[config.mk]
export PLATFORM = sky130hd
export DESIGN_NAME = spm_boot_loader_flat
export DESIGN_NICKNAME = d
export VERILOG_FILES = /design/src/rtl/spm_pkg.sv /design/src/rtl/spm_boot_loader_if.sv /design/src/rtl/spm_run_monitor.sv /design/src/rtl/spm_boot_loader.sv /design/src/flat_wrapper.sv
export SDC_FILE = /design/constraint.sdc
export NUM_CORES = 1
export LEC_CHECK = 0
export CORE_ASPECT_RATIO = 1.4
export CORE_UTILIZATION = 30
export DETAILED_ROUTE_END_ITERATION = 7
export HOLD_SLACK_MARGIN = 0.12
export PLACE_DENSITY = 0.52
export SETUP_SLACK_MARGIN = 0.02
export SLEW_MARGIN = 20
export SYNTH_ARGS = -nofsm -noshare
export SYNTH_HDL_FRONTEND = slang
export SYNTH_SLANG_ARGS = --single-unit
[constraint.sdc]
create_clock -name clk -period 3.3 [get_ports clk]
set_clock_uncertainty 0.2 [all_clocks]
set_input_delay 0.66 -clock clk [delete_from_list [all_inputs] [get_ports clk]]
set_output_delay 0.66 -clock clk [all_outputs]
set_load 0.1 [all_outputs]
[src/rtl/spm_pkg.sv]
// Shared types and defaults for the RISC_SPM program loader.
package spm_pkg;

    localparam int unsigned DEF_DATA_W = 8;
    localparam int unsigned DEF_ADDR_W = 8;
    localparam int unsigned DEF_CYC_W  = 16;

    typedef enum logic [2:0] {
        CLEAR,
        ADDR,
        LEN,
        DATA,
        CSUM,
        RUN,
        DONE,
        FAIL
    } state_e;

    localparam logic [1:0] ERR_NONE    = 2'd0;
    localparam logic [1:0] ERR_CSUM    = 2'd1;
    localparam logic [1:0] ERR_TIMEOUT = 2'd2;

    // States in which the stream is accepted.
    function automatic logic is_ready(state_e s);
        return (s == ADDR) || (s == LEN) || (s == DATA) || (s == CSUM);
    endfunction

endpackage

[src/rtl/spm_boot_loader_if.sv]
// Byte-stream input and memory write port between host link, loader and SPM memory.
interface spm_boot_loader_if
    import spm_pkg::*;
#(
    parameter int unsigned DATA_W = DEF_DATA_W,
    parameter int unsigned ADDR_W = DEF_ADDR_W
);
    logic              in_valid;
    logic [DATA_W-1:0] in_data;
    logic              in_ready;
    logic              mem_we;
    logic [ADDR_W-1:0] mem_addr;
    logic [DATA_W-1:0] mem_wdata;

    modport master (
        output in_valid, in_data,
        input  in_ready, mem_we, mem_addr, mem_wdata
    );

    modport slave (
        input  in_valid, in_data,
        output in_ready, mem_we, mem_addr, mem_wdata
    );
endinterface

[src/rtl/spm_run_monitor.sv]
// Counts CPU run cycles and resolves halt versus cycle-limit timeout (halt wins).
module spm_run_monitor
    import spm_pkg::*;
#(
    parameter int unsigned CYC_W = DEF_CYC_W
) (
    input  logic             clk,
    input  logic             rst,
    input  logic             start,
    input  logic             active,
    input  logic             cpu_halted,
    input  logic [CYC_W-1:0] max_cycles,
    output logic [CYC_W-1:0] run_cycles,
    output logic             halt_evt,
    output logic             timeout_evt
);
    localparam logic [CYC_W-1:0] CYC_ONE = {{(CYC_W-1){1'b0}}, 1'b1};

    logic [CYC_W-1:0] limit_q;

    // A latched limit of zero disables the timeout.
    assign halt_evt    = active && cpu_halted;
    assign timeout_evt = active && !cpu_halted && (limit_q != '0) && (run_cycles == limit_q);

    always_ff @(posedge clk) begin
        if (rst) begin
            run_cycles <= '0;
            limit_q    <= '0;
        end else if (start) begin
            run_cycles <= '0;
            limit_q    <= max_cycles;
        end else if (active && !halt_evt && !timeout_evt) begin
            run_cycles <= run_cycles + CYC_ONE;
        end
    end

endmodule

[src/rtl/spm_boot_loader.sv]
// Zero-fills SPM memory, loads a framed checksummed image, then supervises the CPU run.
module spm_boot_loader
    import spm_pkg::*;
#(
    parameter int unsigned DATA_W = DEF_DATA_W,
    parameter int unsigned ADDR_W = DEF_ADDR_W,
    parameter int unsigned CYC_W  = DEF_CYC_W
) (
    input  logic             clk,
    input  logic             rst,
    input  logic             restart,
    input  logic [CYC_W-1:0] max_cycles,
    spm_boot_loader_if.slave bus,
    output logic             cpu_rst,
    input  logic             cpu_halted,
    output logic [CYC_W-1:0] run_cycles,
    output logic             done,
    output logic             err,
    output logic [1:0]       err_code
);
    localparam logic [ADDR_W-1:0] ADDR_ONE = {{(ADDR_W-1){1'b0}}, 1'b1};
    localparam logic [DATA_W-1:0] DATA_ONE = {{(DATA_W-1){1'b0}}, 1'b1};

    state_e            state_q, state_d;
    logic [ADDR_W-1:0] clr_q, ptr_q, mem_addr_q;
    logic [DATA_W-1:0] len_q, cnt_q, acc_q, mem_wdata_q;
    logic [DATA_W-1:0] csum_sum;
    logic              mem_we_q, in_ready_q;
    logic              xfer, csum_ok, run_start, run_active, halt_evt, timeout_evt;

    assign xfer       = bus.in_valid && in_ready_q;
    assign csum_sum   = acc_q + bus.in_data;
    assign csum_ok    = (csum_sum == '0);
    assign run_start  = (state_q == CSUM) && xfer && csum_ok;
    assign run_active = (state_q == RUN);

    assign bus.in_ready  = in_ready_q;
    assign bus.mem_we    = mem_we_q;
    assign bus.mem_addr  = mem_addr_q;
    assign bus.mem_wdata = mem_wdata_q;

    spm_run_monitor #(
        .CYC_W(CYC_W)
    ) u_run_monitor (
        .clk        (clk),
        .rst        (rst),
        .start      (run_start),
        .active     (run_active),
        .cpu_halted (cpu_halted),
        .max_cycles (max_cycles),
        .run_cycles (run_cycles),
        .halt_evt   (halt_evt),
        .timeout_evt(timeout_evt)
    );

    always_comb begin
        state_d = state_q;
        case (state_q)
            CLEAR:      if (clr_q == '1) state_d = ADDR;
            ADDR:       if (xfer) state_d = LEN;
            LEN:        if (xfer) state_d = DATA;
            DATA:       if (xfer && (cnt_q == len_q)) state_d = CSUM;
            CSUM:       if (xfer) state_d = csum_ok ? RUN : FAIL;
            RUN: begin
                if (halt_evt) state_d = DONE;
                else if (timeout_evt) state_d = FAIL;
            end
            DONE, FAIL: if (restart) state_d = CLEAR;
            default:    state_d = CLEAR;
        endcase
    end

    always_ff @(posedge clk) begin
        if (rst) begin
            state_q     <= CLEAR;
            clr_q       <= '0;
            ptr_q       <= '0;
            len_q       <= '0;
            cnt_q       <= '0;
            acc_q       <= '0;
            mem_we_q    <= 1'b0;
            mem_addr_q  <= '0;
            mem_wdata_q <= '0;
            in_ready_q  <= 1'b0;
            cpu_rst     <= 1'b1;
            done        <= 1'b0;
            err         <= 1'b0;
            err_code    <= ERR_NONE;
        end else begin
            state_q    <= state_d;
            // Registered so in_ready always matches the state it will be sampled in.
            in_ready_q <= is_ready(state_d);
            mem_we_q   <= 1'b0;
            case (state_q)
                CLEAR: begin
                    mem_we_q    <= 1'b1;
                    mem_addr_q  <= clr_q;
                    mem_wdata_q <= '0;
                    clr_q       <= clr_q + ADDR_ONE;
                end
                ADDR: if (xfer) ptr_q <= bus.in_data[ADDR_W-1:0];
                LEN: if (xfer) begin
                    len_q <= bus.in_data;
                    cnt_q <= '0;
                    acc_q <= '0;
                end
                DATA: if (xfer) begin
                    mem_we_q    <= 1'b1;
                    mem_addr_q  <= ptr_q;
                    mem_wdata_q <= bus.in_data;
                    ptr_q       <= ptr_q + ADDR_ONE;
                    acc_q       <= csum_sum;
                    cnt_q       <= cnt_q + DATA_ONE;
                end
                CSUM: if (xfer) begin
                    if (csum_ok) begin
                        cpu_rst <= 1'b0;
                    end else begin
                        err      <= 1'b1;
                        err_code <= ERR_CSUM;
                    end
                end
                RUN: begin
                    if (halt_evt) begin
                        done <= 1'b1;
                    end else if (timeout_evt) begin
                        cpu_rst  <= 1'b1;
                        err      <= 1'b1;
                        err_code <= ERR_TIMEOUT;
                    end
                end
                DONE, FAIL: if (restart) begin
                    done     <= 1'b0;
                    err      <= 1'b0;
                    err_code <= ERR_NONE;
                    cpu_rst  <= 1'b1;
                    clr_q    <= '0;
                end
                default: ;
            endcase
        end
    end

endmodule

[src/flat_wrapper.sv]
// flat-port wrapper written by rule: the top's interface ports become plain ports
module spm_boot_loader_flat import spm_pkg::*;
#(
    parameter int unsigned DATA_W = DEF_DATA_W,
    parameter int unsigned ADDR_W = DEF_ADDR_W,
    parameter int unsigned CYC_W  = DEF_CYC_W
)
  (clk, rst, restart, max_cycles, cpu_rst, cpu_halted, run_cycles, done, err, err_code, bus_in_valid, bus_in_data, bus_in_ready, bus_mem_we, bus_mem_addr, bus_mem_wdata);
  spm_boot_loader_if #(.DATA_W(DATA_W), .ADDR_W(ADDR_W)) bus_i ();
  input  logic clk;
  input  logic rst;
  input  logic restart;
  input  logic [CYC_W-1:0] max_cycles;
  output logic cpu_rst;
  input  logic cpu_halted;
  output logic [CYC_W-1:0] run_cycles;
  output logic done;
  output logic err;
  output logic [1:0] err_code;
  input wire logic [$bits(bus_i.in_valid)-1:0] bus_in_valid;
  input wire logic [$bits(bus_i.in_data)-1:0] bus_in_data;
  output wire logic [$bits(bus_i.in_ready)-1:0] bus_in_ready;
  output wire logic [$bits(bus_i.mem_we)-1:0] bus_mem_we;
  output wire logic [$bits(bus_i.mem_addr)-1:0] bus_mem_addr;
  output wire logic [$bits(bus_i.mem_wdata)-1:0] bus_mem_wdata;
  assign bus_i.in_valid = bus_in_valid;
  assign bus_i.in_data = bus_in_data;
  assign bus_in_ready = bus_i.in_ready;
  assign bus_mem_we = bus_i.mem_we;
  assign bus_mem_addr = bus_i.mem_addr;
  assign bus_mem_wdata = bus_i.mem_wdata;
  spm_boot_loader #(.DATA_W(DATA_W), .ADDR_W(ADDR_W), .CYC_W(CYC_W)) u_core (.clk(clk), .rst(rst), .restart(restart), .max_cycles(max_cycles), .bus(bus_i), .cpu_rst(cpu_rst), .cpu_halted(cpu_halted), .run_cycles(run_cycles), .done(done), .err(err), .err_code(err_code));
endmodule
; ---- After elaboration in Yosys (flattened, before gate mapping)
; Cells that the tools add are included.
[totals]
regBits = 98
memories = 0
mem_bits_rw = 0
elab_cells = 123
latchBits = 0
in_bits = 29
mem_bits_ro = 0
output_inout_bits = 39
[op_classes]
n_mul = 0
add_sub_neg = 5
n_lt_le_gt_ge = 0
shifts = 0
div_mod_pow = 0
n_mux = 43
bitwise_logic = 0
eq_ne = 24
n_reduce_logical = 35
[op_table]
columns = operator, count
row1 = $pmux W8 S2, 6
row2 = $mux W8, 7
row3 = $add A8 B1 Y8 const B, 3
row4 = $mux W3, 8
row5 = $pmux W3 S7, 1
row6 = $add A16 B1 Y16 const B, 1
row7 = $eq A16 B16 Y1, 1
row8 = $reduce_bool A16 Y1, 1
row9 = $eq A3 B3 Y1 const B, 5
row10 = $ne A2 B1 Y1 const B, 7
row11 = $eq A3 B2 Y1 const B, 4
row12 = $mux W2, 6
row13 = $reduce_and A6 Y1, 2
row14 = $logic_and A1 B1 Y1, 10
row15 = $mux W1, 10
row16 = $reduce_bool A2 Y1, 5
row17 = $reduce_and A3 Y1, 3
row18 = $add A8 B8 Y8, 1
row19 = $eq A8 B8 Y1, 1
row20 = $eq A8 B8 Y1 const B, 1
row21 = $logic_not A8 Y1, 1
row22 = $eq A3 B1 Y1 const B, 2
row23 = $ne A2 B2 Y1 const B, 3
row24 = $pmux W1 S3, 2
row25 = 8 further kinds, 16

; ---- Logic depth before layout (Yosys ltp)
; Gate-level depths: netlist (run 1).
[logic_depth]
ltp_word = 11
depth_mapped = 10
mapped_depth_nobuf = 8

; ---- Hierarchy
; Synthesis (run 1) repeated with hierarchy kept, for this count alone.
[unflattened]
hier_cells = 591
hier_area_um2 = 4974.8
[modules_own_cells]
columns = module, cells_each, seq_area_each_um2, area_each_um2, n_inst
row1 = spm_boot_loader, 412, 1321.3, 3321.9, 1
row2 = spm_run_monitor, 179, 640.6, 1652.8, 1

; ---- Worst setup path before layout (run 1)
; No wires, ideal clock.
[synth_timing]
path_type = input to register
start = input bus_in_data[0]
end = register u_core.u_run_monitor.limit_q[10]
path_slack_ns = 0.029
t_arrival_ns = 2.999
path_buffers = 1
required_time_ns = 3.028
cell_stages = 9
setup_time_ns = 0.072
path_cell_list = ha_1 fa_1 a211o_2 a31o_2 a21oi_1 xnor2_1 nor4_4 buf_6 mux2i_1
[synth_between]
elab_chain_len = 3
[synth_lines]
columns = item, line_no
row1 = start: declaration, flat_wrapper.sv:21  ; input wire logic [$bits(bus_i.in_data)-1:0] bus_in_data;
row2 = $add A8 B8 Y8, spm_boot_loader.sv:32  ; assign csum_sum = acc_q + bus.in_data;
row3 = $logic_not A8 Y1, spm_boot_loader.sv:33  ; assign csum_ok = (csum_sum == '0);
row4 = $logic_and A1 B1 Y1, spm_boot_loader.sv:34  ; assign run_start = (state_q == CSUM) && xfer && csum_ok;
row5 = end signal: assignment, spm_run_monitor.sv:31  ; limit_q <= max_cycles;
row6 = end: declaration, spm_run_monitor.sv:19  ; logic [CYC_W-1:0] limit_q;
; Every way passes these cells.
; A chain may end at the register's enable or synchronous reset.

; ---- Worst setup path after layout (run 1)
[layout_timing]
start = input bus_in_data[1]
end = register u_core.u_run_monitor.limit_q[11]
; Same word-level chain as after synthesis.

==> flow_metrics.env, run 1 <==
export IMPL_cts_htree_levels=3
export IMPL_crit_fanout=8
export IMPL_p_switching_w=0.000574
export IMPL_synthAdderAreaFrac_pct=3.19
export IMPL_final_area_um2=6470
export IMPL_seqPwrFrac_pct=49.2
export IMPL_p_comb_share_pct=6.8
export IMPL_ys_flop_type="dfxtp_1"
export IMPL_multi_input_area_um2=2870
export IMPL_startpoint_type="primary input"
export IMPL_met3_usage_pct=3.69
export IMPL_io_pins=68
export IMPL_synth_edf_count=0
export IMPL_peakVddDrop_uv=232
export IMPL_fp_dieH_um=154
export IMPL_synth_net_count=631
export IMPL_first_global_vias=4576
export IMPL_drv_cap=0
export IMPL_drt_first_iter_violations=368
export IMPL_internal_power_w=0.00185
export IMPL_worstPathCellList="dlygate4sd2_1 -> ha_4 -> and3_4 -> or3_4 -> a2111oi_4 -> o211ai_4 -> nor4_4 -> buf_4 -> buf_12 -> mux2i_1"
export IMPL_timing_rr_end="u_core.u_run_monitor.limit_q[11]"
export IMPL_port_buffer_count=67
export IMPL_antenna_cells=0
export IMPL_synth_compound_area_share_pct=15.9
export IMPL_dieWidth_um=110
export IMPL_cts_sinks=98
export IMPL_grt_use_met2_pct=30.8
export IMPL_worst_slew_pin_slew_ns=0.769
export IMPL_antenna_left=0
export IMPL_met1_usage_pct=21.0
export IMPL_crit_path_max_incr_delay_ns=0.44
export IMPL_cellPowerDensity_nw_per_um2=375
export IMPL_syn_area_per_cell_um2=8.36
export IMPL_max_slew_margin_pct=48.8
export IMPL_finalSetupViolations=0
export IMPL_via_per_inst=5.19
export IMPL_grt_max_degree=34
export IMPL_crit_family="simple AND/OR/NAND/NOR gates"
export IMPL_cts_buffer_depth=2
export IMPL_fin_hold_ws_ns=0.259
export IMPL_globalRouteTotalUtil_pct=17.8
export IMPL_r2r_start="u_core.acc_q[1]"
export IMPL_synthMuxAreaShare_pct=3.68
export IMPL_ys_warn_count=0
export IMPL_setup_tns_ns=0
export IMPL_crit_type="in2reg"
export IMPL_cts_tree="yes"
export IMPL_cp_data_arrival_time_ns=3.24
export IMPL_rsz0062_at_grt="false"
export IMPL_post_route_min_period_ns=3.17
export IMPL_initial_core_util_pct=30.6
export IMPL_clock_latency_ns=0.35
export IMPL_synth_seq_cells=98
export IMPL_crit_cells=10
export IMPL_fmax_ghz=0.315
export IMPL_dieArea_um2=17000
export IMPL_wire_per_inst_um=16.2
export IMPL_switching_share_pct=23.7
export IMPL_routed_wl_mm=14.6
export IMPL_worstSetupEndpoint="u_core.u_run_monitor.limit_q[11]"
export IMPL_busiest_layer="met2"
export IMPL_drc=0
export IMPL_synth_xor_area_share_pct=9.23
export IMPL_nets=737
export IMPL_dp_hpwl_mm=10.9
export IMPL_synth_top_family_by_area="simple AND/OR/NAND/NOR gates"
export IMPL_crit_path_start="bus_in_data[1]"
export IMPL_p_leak_nw=2.61
export IMPL_post_route_period_util_pct=96.1
export IMPL_cp_end_kind="flop"
export IMPL_fillers=1659
export IMPL_power_share_clock_pct=44.1
export IMPL_grt_remaining_overflow=0
export IMPL_hp_class="reg2reg"
export IMPL_crit_path_top_delay_cell="a2111oi_4"
export IMPL_gp_congestion=0.851
export IMPL_placed_area_um2=6070
export IMPL_hold_viol=0
export IMPL_status="complete, no violations"
export IMPL_drive_above_1_share_pct=19.1
export IMPL_synthSimpleGateAreaFrac_pct=25.3
export IMPL_clkTransAtPathRegs_ns=0.07
export IMPL_yosysSeqAreaShare_pct=39.8
export IMPL_postSynthCellCount=590
export IMPL_cts_root_buffer="clkbuf_16"
export IMPL_cp_required_ns=3.37
export IMPL_rows=55
export IMPL_grt_pass1_wl_mm=23.3
export IMPL_final_cell_mix="dfxtp_1 (98), nand2_1 (97), buf_4 (95), nor2_1 (49), xor2_1 (38)"
export IMPL_worstPathBufferInverterCount=3
export IMPL_yosysUniqueCellTypes=60
export IMPL_vias=4667
export IMPL_finalMaxSlewViolations=0
export IMPL_r2r_cells=9
export IMPL_cts_buffers=9
export IMPL_antenna_found_initial=0
export IMPL_register_area_um2=1960
export IMPL_mostFrequentLayoutCell="dfxtp_1"
export IMPL_regToRegSetupSlack_ns=0.31
export IMPL_core_um2=16100
export IMPL_async_reset_ff_share_pct=0
export IMPL_drt_pass1_iter_count=5
export IMPL_area_delta_synth_final_pct=31.2
export IMPL_syn_cell_area_um2=4930
worst min-delay path, delay by kind of cell, from the launching register on:
| family | cells | cell delay, ns |
|---|---|---|
| flops | 1 | 0.31 |
| simple gates | 1 | 0.05 |
| compound gates | 1 | 0.05 |
per-layer routing:
metal | up-vias | wire (µm)
met3 | 28 | 636
met5 | - | 0
li1 | 2310 | -
met4 | 0 | 409
met2 | 124 | 7420
met1 | 2205 | 6150
how the worst min path moves through the flow:
stage                                 start                      end  cells past startpoint
floorplan                   u_core.acc_q[3]          u_core.acc_q[3]                      2
finish              u_core.bus.mem_wdata[6]  u_core.bus.mem_wdata[6]                      2
CTS                 u_core.bus.mem_wdata[6]  u_core.bus.mem_wdata[6]                      2
detailed placement  u_core.bus.mem_wdata[0]  u_core.bus.mem_wdata[0]                      2
global placement    u_core.bus.mem_wdata[0]  u_core.bus.mem_wdata[0]                      2
global route        u_core.bus.mem_wdata[6]  u_core.bus.mem_wdata[6]                      2
synthesized netlist by cell type, drive strengths merged, types with 11 or more instances:
master	instances	share of area (%)
nor4	11	2.0
and3	11	1.5
mux2i	17	3.4
and2	12	1.5
xor2	38	6.7
xnor2	14	2.5
ha	11	2.8
nor2	49	3.7
nand3	23	2.3
dfxtp	98	40
nand2	97	7.4
a21oi	31	3.1
nor3	22	2.2
o21ai	33	3.3
clkbuf	29	2.2
power groups by stage:
stage	clock network (W)	logic [W]	registers, W
after floorplan	0	0.0000560	0.00124
after detailed placement	0	0.000162	0.00122
after CTS	0.00110	0.000164	0.00119
final	0.00107	0.000164	0.00119
after global placement	0	0.000160	0.00122
after global routing	0.00115	0.000176	0.00119
cell families (layout without fill, tap and decap cells):
| group | count (synthesis) | in the layout |
|---|---|---|
| fa+ha+maj | 12 | 12 |
| flops | 98 | 98 |
| xor+xnor | 52 | 52 |
| simple gates | 256 | 256 |
| compound gates | 118 | 118 |
| mux | 18 | 18 |
| buf+inv | 36 | 147 |
cell type report:
cell class,instances,area share (%)
Tap cell,199,3.85
Clock inverter,7,1.18
Clock buffer,9,3.48
Timing Repair Buffer,126,16.5
Multi-Input combinational cell,456,44.4
Inverter,5,0.290
Sequential cell,98,30.3
timing repair:
action,4_1_cts,5_1_grt
hold buffers,0,0
pin swaps,4,6
gates resized for setup,5,9
buffers inserted,1,1
endpoints found under the setup margin,22,26
cloned,1,0
sequential cells by signal, indices dropped and copies added, names as in the netlist, 2 cells and up:
register and cells:
u_core.len_q 8, u_core.state_q 3, u_core.bus.mem_wdata 8, u_core.ptr_q 8, u_core.u_run_monitor.run_cycles 16, u_core.clr_q 8
u_core.acc_q 8, u_core.u_run_monitor.limit_q 16, u_core.err_code 2, u_core.bus.mem_addr 8, u_core.cnt_q 8
stage by stage:
| stage | instances | total power (W) | setup WS [ns] | util [%] |
|---|---|---|---|---|
| 6_report | 900 | 0.00243 | 0.127 | 40.2 |
| 5_1_grt | 900 | 0.00252 | 0.00207 | 40.2 |
| 4_1_cts | 899 | 0.00246 | 0.0251 | 39.9 |
| 3_5_place_dp | 881 | 0.00138 | -0.396 | 37.7 |
| 3_3_place_gp | 881 | 0.00138 | -0.286 | 37.7 |
| 2_1_floorplan | 590 | 0.00129 | 0.0292 | - |
Note: power is estimated with default switching activity, not from simulation.
==> run 2: changes to the inputs <==
SLEW_MARGIN = 10   (was 20)
==> results of run 2 <==
Final layout, timing and power as in run 1 (identical DEF).
